**src/rtl/vga_timing_pkg.sv**
```systemverilog
// Shared constants for the 640x480@60 raster generator.
// Defaults describe the standard VGA mode; the top exposes them as parameters.
package vga_timing_pkg;

    localparam int unsigned COORD_W = 10;

    localparam int unsigned H_VIS   = 640;
    localparam int unsigned H_FP    = 16;
    localparam int unsigned H_SYNC  = 96;
    localparam int unsigned H_BP    = 48;
    localparam int unsigned H_TOTAL = H_VIS + H_FP + H_SYNC + H_BP;
    localparam int unsigned H_SYNC_START = H_VIS + H_FP;
    localparam int unsigned H_SYNC_END   = H_SYNC_START + H_SYNC - 1;

    localparam int unsigned V_VIS   = 480;
    localparam int unsigned V_FP    = 10;
    localparam int unsigned V_SYNC  = 2;
    localparam int unsigned V_BP    = 33;
    localparam int unsigned V_TOTAL = V_VIS + V_FP + V_SYNC + V_BP;
    localparam int unsigned V_SYNC_START = V_VIS + V_FP;
    localparam int unsigned V_SYNC_END   = V_SYNC_START + V_SYNC - 1;

    // Drive level of a sync line given whether the raster is inside the pulse.
    function automatic logic sync_level(logic in_sync, logic pol);
        return in_sync ? pol : ~pol;
    endfunction

endpackage

```
**src/rtl/vga_axis_counter.sv**
```systemverilog
// One raster axis: counts enabled steps 0..TOTAL-1, flags the wrap step and
// decodes sync/visible windows from the value the counter is about to take,
// so registered decodes line up with the registered count.
module vga_axis_counter
    import vga_timing_pkg::*;
#(
    parameter int unsigned TOTAL      = 800,
    parameter int unsigned SYNC_START = 656,
    parameter int unsigned SYNC_END   = 751,
    parameter int unsigned VIS        = 640
) (
    input  logic               clk,
    input  logic               reset,
    input  logic               en,
    output logic [COORD_W-1:0] count,
    output logic               wrap,
    output logic               in_sync,
    output logic               in_vis
);

    localparam logic [COORD_W-1:0] LAST  = COORD_W'(TOTAL - 1);
    localparam logic [COORD_W-1:0] SS    = COORD_W'(SYNC_START);
    localparam logic [COORD_W-1:0] SE    = COORD_W'(SYNC_END);
    localparam logic [COORD_W-1:0] VIS_C = COORD_W'(VIS);

    logic [COORD_W-1:0] count_q, count_d;

    // Next count; >= LAST also recovers from any out-of-range value.
    always_comb begin
        wrap    = en && (count_q >= LAST);
        count_d = count_q;
        if (en) begin
            count_d = wrap ? '0 : count_q + COORD_W'(1);
        end
        in_sync = (count_d >= SS) && (count_d <= SE);
        in_vis  = (count_d < VIS_C);
    end

    // Count register.
    always_ff @(posedge clk) begin
        if (reset) begin
            count_q <= '0;
        end else begin
            count_q <= count_d;
        end
    end

    assign count = count_q;

endmodule

```
**src/rtl/vga_timing_gen.sv**
```systemverilog
// VGA raster timing: pixel-enable divider, H/V counters, registered syncs.
// Optional macro VGA_FRAME_CNT_EN adds a 16-bit completed-frame counter port.
module vga_timing_gen
    import vga_timing_pkg::*;
#(
    parameter int unsigned CLK_DIV  = 4,
    parameter bit          SYNC_POL = 1'b0,
    parameter int unsigned HVIS     = H_VIS,
    parameter int unsigned HFP      = H_FP,
    parameter int unsigned HSYNC    = H_SYNC,
    parameter int unsigned HBP      = H_BP,
    parameter int unsigned VVIS     = V_VIS,
    parameter int unsigned VFP      = V_FP,
    parameter int unsigned VSYNC    = V_SYNC,
    parameter int unsigned VBP      = V_BP
) (
    input  logic               clk,
    input  logic               reset,
    output logic               pix_tick,
    output logic [COORD_W-1:0] Xcoordinate,
    output logic [COORD_W-1:0] Ycoordinate,
    output logic               hsync,
    output logic               vsync,
    output logic               active,
    output logic               line_end,
`ifdef VGA_FRAME_CNT_EN
    output logic               frame_start,
    output logic [15:0]        frame_cnt
`else
    output logic               frame_start
`endif
);

    localparam int unsigned DIV_W = (CLK_DIV > 1) ? $clog2(CLK_DIV) : 1;
    localparam logic [DIV_W-1:0] DIV_LAST = DIV_W'(CLK_DIV - 1);

    logic [DIV_W-1:0] div_q, div_d;
    logic             pix_tick_q;
    logic             hsync_q, vsync_q, active_q, frame_start_q;
    logic             h_wrap, h_in_sync, h_in_vis;
    logic             v_wrap, v_in_sync, v_in_vis;

    vga_axis_counter #(
        .TOTAL      (HVIS + HFP + HSYNC + HBP),
        .SYNC_START (HVIS + HFP),
        .SYNC_END   (HVIS + HFP + HSYNC - 1),
        .VIS        (HVIS)
    ) u_h (
        .clk     (clk),
        .reset   (reset),
        .en      (pix_tick_q),
        .count   (Xcoordinate),
        .wrap    (h_wrap),
        .in_sync (h_in_sync),
        .in_vis  (h_in_vis)
    );

    vga_axis_counter #(
        .TOTAL      (VVIS + VFP + VSYNC + VBP),
        .SYNC_START (VVIS + VFP),
        .SYNC_END   (VVIS + VFP + VSYNC - 1),
        .VIS        (VVIS)
    ) u_v (
        .clk     (clk),
        .reset   (reset),
        .en      (h_wrap),
        .count   (Ycoordinate),
        .wrap    (v_wrap),
        .in_sync (v_in_sync),
        .in_vis  (v_in_vis)
    );

    // Divider next state; with CLK_DIV=1 it stays at 0 and pix_tick stays high.
    always_comb begin
        div_d = (div_q >= DIV_LAST) ? '0 : div_q + DIV_W'(1);
    end

    // Divider, pixel enable and coordinate-aligned output registers.
    always_ff @(posedge clk) begin
        if (reset) begin
            div_q         <= '0;
            pix_tick_q    <= 1'b0;
            hsync_q       <= ~SYNC_POL;
            vsync_q       <= ~SYNC_POL;
            active_q      <= 1'b1;
            frame_start_q <= 1'b0;
        end else begin
            div_q         <= div_d;
            pix_tick_q    <= (div_q == DIV_LAST);
            hsync_q       <= sync_level(h_in_sync, SYNC_POL);
            vsync_q       <= sync_level(v_in_sync, SYNC_POL);
            active_q      <= h_in_vis && v_in_vis;
            // v_wrap implies h_wrap: this edge takes (last,last) to (0,0).
            frame_start_q <= v_wrap;
        end
    end

`ifdef VGA_FRAME_CNT_EN
    logic [15:0] frame_cnt_q;

    // Completed-frame counter, stepped by each frame_start pulse.
    always_ff @(posedge clk) begin
        if (reset) begin
            frame_cnt_q <= '0;
        end else if (frame_start_q) begin
            frame_cnt_q <= frame_cnt_q + 16'd1;
        end
    end

    assign frame_cnt = frame_cnt_q;
`endif

    assign pix_tick    = pix_tick_q;
    assign hsync       = hsync_q;
    assign vsync       = vsync_q;
    assign active      = active_q;
    assign line_end    = h_wrap;
    assign frame_start = frame_start_q;

endmodule

```
**config.mk**
```make
export PLATFORM = sky130hd
export DESIGN_NAME = vga_timing_gen
export DESIGN_NICKNAME = d
export VERILOG_FILES = /design/src/rtl/vga_timing_pkg.sv /design/src/rtl/vga_axis_counter.sv /design/src/rtl/vga_timing_gen.sv
export SDC_FILE = /design/constraint.sdc
export NUM_CORES = 1
export LEC_CHECK = 0
export ABC_AREA = 1
export CELL_PAD_IN_SITES_DETAIL_PLACEMENT = 1
export CELL_PAD_IN_SITES_GLOBAL_PLACEMENT = 1
export CORE_MARGIN = 3
export CORE_UTILIZATION = 32
export CTS_CLUSTER_SIZE = 20
export DETAILED_ROUTE_END_ITERATION = 7
export HOLD_SLACK_MARGIN = 0.1
export PLACE_DENSITY_LB_ADDON = 0.1
export SETUP_SLACK_MARGIN = 0.1
export SYNTH_ARGS = -nofsm -noshare
export SYNTH_HDL_FRONTEND = slang
export SYNTH_SLANG_ARGS = --single-unit
```
**constraint.sdc**
```tcl
create_clock -name clk -period 1.6 [get_ports clk]
set_clock_uncertainty 0.1 [all_clocks]
set_input_delay 0.32 -clock clk [delete_from_list [all_inputs] [get_ports clk]]
set_output_delay 0.32 -clock clk [all_outputs]
set_load 0.02 [all_outputs]
```
# == Yosys cells after proc, flatten, opt, wreduce, memory -nomap -nowiden ==
# Index checks and enable logic that the tools add are counted.
# totals
register_bits,27
output_inout_bits,26
wordCells,33
input_bits,2
# classes
reduce_logical,6
n_eq_ne,1
magnitude_cmp,9
addsub,3
mux,6
# op_table
op,n
10-bit 2-to-1 mux,4
10-bit >= comparator (second input constant),3
10-bit by 1-bit adder with 10-bit output (second input constant),2
10-bit by 9-bit >= comparator with 1-bit output (second input constant),1
10-bit <= comparator (second input constant),1
10-bit by 9-bit <= comparator with 1-bit output (second input constant),1
10-bit < comparator (second input constant),1
10-bit by 9-bit < comparator with 1-bit output (second input constant),1
1-bit logical AND,5
2-bit by 1-bit adder with 2-bit output (second input constant),1
2-bit == test (second input constant),1
2-bit >= comparator (second input constant),1
1-bit 2-to-1 mux,2
2-bit OR reduction,1

# == Longest topological paths before layout ==
# logic_depth
depth_word,8
mapped_depth,14
depth_no_buf,13

# == Cells and area by module ==
# From an unflattened synthesis, not the netlist that was laid out.
# unflattened
cells_unflattened,225
area_unflattened_um2,1481.4
# modules_own_cells
module,n_inst,area_each_um2,cells_per_inst,seq_area_each_um2
vga_axis_counter at u_v,1,673.1,110,200.2
vga_axis_counter at u_h,1,604.3,94,200.2
vga_timing_gen,1,203.9,21,140.1

# == Worst setup path after synthesis ==
# Ideal clock, no wire load.
# synth_path
kind,register to register
from,register u_h.count_q[1] (netlist: u_h.count[1])
to,register vsync_q (netlist: vsync)
setup_time_ps,122
stages_incl_launch_ff,12
t_arrival_ps,1668
t_required_ps,1378
setup_slack_ps,-291
period_less_slack_ps,1891
n_path_buf,1
path_cell_list,dfxtp_1 -> ha_1 -> nand2_1 -> inv_1 -> nand2_2 -> a21oi_4 -> buf_4 -> nand3_1 -> nand3_1 -> nand2_1 -> nor2_1 -> nand3b_1
# synth_via
elab_chain_len,8
word_cells_on_any_way,9
cone_classes,order compare (3); mux (3); reduce/logical (3)
# synth_lines
item,line_no,text
from (decl),vga_axis_counter.sv:26,"logic [COORD_W-1:0] count_q, count_d;"
from (signal assigned),vga_axis_counter.sv:44,count_q <= count_d;
10-bit >= comparator (*),vga_axis_counter.sv:30,wrap = en && (count_q >= LAST);
1-bit logical AND (*),vga_axis_counter.sv:30,
via line_end,vga_timing_gen.sv:25,"output logic line_end,"
1-bit logical AND,vga_axis_counter.sv:30,
10-bit 2-to-1 mux,vga_axis_counter.sv:33,count_d = wrap ? '0 : count_q + COORD_W'(1);
10-bit 2-to-1 mux (*),vga_axis_counter.sv:32,if (en) begin
10-bit by 9-bit >= comparator with 1-bit output / 10-bit by 9-bit <= comparator with 1-bit output (equally long branches),vga_axis_counter.sv:35,in_sync = (count_d >= SS) && (count_d <= SE);
1-bit logical AND (*),vga_axis_counter.sv:35,
1-bit 2-to-1 mux (*),vga_timing_pkg.sv:25,return in_sync ? pol : ~pol;
to (signal assigned),vga_timing_gen.sv:84,vsync_q <= ~SYNC_POL;
to (signal assigned),vga_timing_gen.sv:91,"vsync_q <= sync_level(v_in_sync, SYNC_POL);"
to (decl),vga_timing_gen.sv:39,"logic hsync_q, vsync_q, active_q, frame_start_q;"
# Mark *: on every way through the listed nets, which the timed path passes. The rest lies on a longest branch.
# A chain may end at the register's enable or synchronous reset.

# == Worst setup path after layout ==
# layout_path
from,register u_h.count_q[1] (netlist: u_h.count[1])
to,register hsync_q (netlist: hsync)
# layout_via
elab_chain_len,7
word_cells_on_any_way,9
cone_classes,add/sub (1); order compare (3); mux (3); reduce/logical (2)
# layout_lines
item,line_no,text
10-bit >= comparator,vga_axis_counter.sv:30,
1-bit logical AND,vga_axis_counter.sv:30,
10-bit 2-to-1 mux,vga_axis_counter.sv:33,
10-bit 2-to-1 mux (*),vga_axis_counter.sv:32,
10-bit >= comparator / 10-bit <= comparator (equally long branches),vga_axis_counter.sv:35,
1-bit logical AND (*),vga_axis_counter.sv:35,
1-bit 2-to-1 mux (*),vga_timing_pkg.sv:25,
to (signal assigned),vga_timing_gen.sv:83,hsync_q <= ~SYNC_POL;
to (signal assigned),vga_timing_gen.sv:90,"hsync_q <= sync_level(h_in_sync, SYNC_POL);"
to (decl),vga_timing_gen.sv:39,
# Every way passes the cells marked *; elsewhere a longest branch is shown, timed or not.

==> impl_metrics.py <==
metrics = {
    "die": {
        "num_io_pins": 28,
        "core_sq_um": 4200,
        "design.die.area_sq_um": 5410,
        "core.rowCount": 23,
        "die_width_um": 73.6,
        "floorplan.die.height_um": 73.6,
        "initial_utilization_pct": 34.8,
    },
    "clocking": {
        "cts_num_sinks": 27,
        "holdBufCountCts": 0,
        "number_of_buffers_on_the_longest_clock_path": 2,
        "h-tree-depth": 1,
        "worstSkewPairLatency_ns": 0.28,
        "cts_made_buffers": 3,
        "clkTransAtPathRegs_ns": 0.11,
        "root_buffer": "clkbuf_8",
        "cts_tree": "done",
    },
    "critical_path": {
        "path_class": "reg2reg",
        "timing.rr.start": "u_h.count[1]",
        "crit_path_start": "u_h.count[1]",
        "worstPathMaxFanout": 8,
        "cp-start-kind": "register",
        "arrival_ns": 1.93,
        "cp.required_ns": 1.66,
        "timing.critical_path.to_type": "register",
    },
    "hold_path": {
        "hold_start": "div_q[0]",
        "timing.hold.worst.class": "reg2reg",
    },
    "synthesis": {
        "synthDominantCellAreaShare_pct": 37.0,
        "synth.distinct_cells": 28,
        "syn_avg_cell_area_sq_um": 6.52,
        "synth_sequential_area_ratio_pct": 37.0,
        "synth_area_sq_um": 1460,
        "synthesis.instances": 224,
        "ys_top_cells_by_area": "dfxtp_1, nand2_1, nor2_1, inv_1, nand3_1",
        "post-synth-top-area-cell": "dfxtp_1",
        "synth-seq-cells": 27,
        "mappedNetlistNets": 230,
        "synth_warnings": 0,
    },
    "place": {
        "globalplace.congestion": 0.863,
        "place_hpwl_mm": 3.80,
        "place_worst_setup_slack_ns": -0.317,
        "detailed_place.area_sq_um": 2210,
        "io_buffers": 27,
    },
    "grt": {
        "groute.usage.overall_pct": 20.4,
        "grt_first_pass_wirelength_mm": 8.58,
        "initial_antenna_violation_count": 0,
        "number_of_global_route_vias_before_repair": 1815,
        "grt_overflow": 0,
        "grt_max_degree": 25,
    },
    "finish": {
        "finalNetCount": 321,
        "layout.cells.most_common": "buf_4",
        "antenna_cells": 0,
        "final_core_utilization_pct": 62.0,
        "filler_cell_count": 534,
        "finalInstanceArea_sq_um": 2610,
        "multi_input_comb_area_sq_um": 1030,
        "layout-drive-gt1-share_pct": 49.0,
        "area.growth.synth_to_final_pct": 78.3,
        "final-seq-area_sq_um": 568,
        "layout.cells.most_common_list": "buf_4, nand2_1, nor2_1",
    },
    "route": {
        "via_per_inst": 4.98,
        "detail_route.first_pass.iterations": 4,
        "drc_errors": 0,
        "detail_route.iter0.violations": 81,
        "detail_route.wl_per_cell_um": 16.5,
        "wirelength_mm": 6.02,
        "vias": 1811,
        "route.antenna.remaining_nets": 0,
    },
    "status": {
        "outcome": "complete, but fails checks",
        "violations": "negative setup slack",
    },
    "timing": {
        "finalHoldWorstSlack_ns": 0.341,
        "rsz0062_at_grt": "yes",
        "final_critical_path_time_including_i_o_delays_and_setup_ns": 1.87,
        "slew_violations": 0,
        "tightest_slew_ns": 0.314,
        "layout_setup_ws_ns": -0.267,
        "slew_headroom_pct": 78.9,
        "max_clock_freq_mhz": 536,
        "setup_viol": 18,
        "post-route-period-util_pct": 117,
        "timing.final.hold_violations": 0,
    },
    "power": {
        "ir_worst_vdd_mv": 0.362,
        "power.density_nw_per_um2": 441,
        "cellLeakagePower_nw": 1.22,
    },
    "job": {
        "drv_cap": 0,
    },
}
-- synth_stat cells --
master    number
inv_1         25
buf_4          2
clkinv_1       1
nand2_1       61
nor3_1         6
and3_1         1
o21bai_1       3
nor4_1         1
buf_6          1
nor3b_1        2
a211oi_1       1
xor2_1         1
nor2_1        43
nand3b_1       2
nand2_2        4
nand3_1       17
dfxtp_1       27
o211a_1        1
o21ai_0        6
and2_1         1
a21oi_1        3
nor2_2         1
nand4_1        4
clkbuf_1       3
a22oi_1        1
a21oi_4        1
o21a_1         1
ha_1           4
-- final timing paths --
path                                  to  slack [ns]  cells after the start
worst min-delay path            div_q[0]        0.34                      1
worst max register to register     hsync       -0.27                     14
worst min register to register  div_q[0]        0.34                      1
worst max-delay path               hsync       -0.27                     14
-- through the flow --
stage               total power, mW  cells  TNS [ns]
floorplan                     0.720    224    -0.139
global placement              0.743    346     -1.72
detailed placement            0.746    346     -2.15
CTS                            1.16    355     -2.04
global route                   1.20    364     -4.21
finish                         1.15    364     -2.65
-- power by group --
| group | internal (mW) | switching (mW) | leakage (nW) |
|---|---|---|---|
| clock | 0.179 | 0.237 | 0.0260 |
| sequential | 0.675 | 0.00568 | 0.227 |
| combinational | 0.0229 | 0.0297 | 0.970 |
-- final cells by class --
class / count / share of cell area [%]
well taps: 50 / 2.40
inverters: 26 / 3.94
repair buffers: 92 / 30.5
clock inverters: 1 / 0.240
multi-input cells: 165 / 39.6
clock buffers: 3 / 1.58
flip-flops and latches: 27 / 21.8
-- registers in the layout, summed over array words and instances (netlist names) --
| register | flops |
|---|---|
| u_h.count | 10 |
| u_v.count | 10 |
| div_q | 2 |
| active | 1 |
| frame_start | 1 |
| hsync | 1 |
| pix_tick | 1 |
| vsync | 1 |
-- per-layer routing --
metal | up-vias | global-route usage [%] | part of all wire, %
li1 | 890 | - | -
met4 | 0 | 3.02 | 0.78
met5 | - | 0 | 0
met2 | 22 | 37.0 | 52
met3 | 4 | 2.05 | 2.4
met1 | 895 | 26.4 | 44
-- critical path: stages, from the launching register on --
cell and delay (ns):
dfxtp_4 0.37, ha_4 0.16, nand2_4 0.08, inv_4 0.04, nand2_4 0.06, a21oi_4 0.07
buf_12 0.16, buf_6 0.12, nor2_4 0.10, nand2_4 0.07, buf_4 0.14, nand2_1 0.05
nand2_1 0.04, nand2_1 0.08, nand3_2 0.09
-- cell families (layout without fill, tap and decap cells) --
group                    Yosys count  count (layout)  synth area share (%)
AO/OA/AOI/OAI                     17              17                  7.96
XOR/XNOR                           1               1                 0.599
adder cells (fa/ha/maj)            4               4                  3.42
buffers and inverters             32             122                  9.25
flip-flops                        27              27                  37.0
AND/OR/NAND/NOR                  143             143                  41.8
-- timing repair --
item | 4_1_cts | 5_1_grt
setup endpoints to repair | 48 | 42
pin swaps | 24 | 21
resized for setup | 80 | 68
setup buffers | 6 | 10
hold endpoints to repair | 0 | 0
cloned | 0 | 0
No activity file was read; power rests on OpenSTA's default activity.
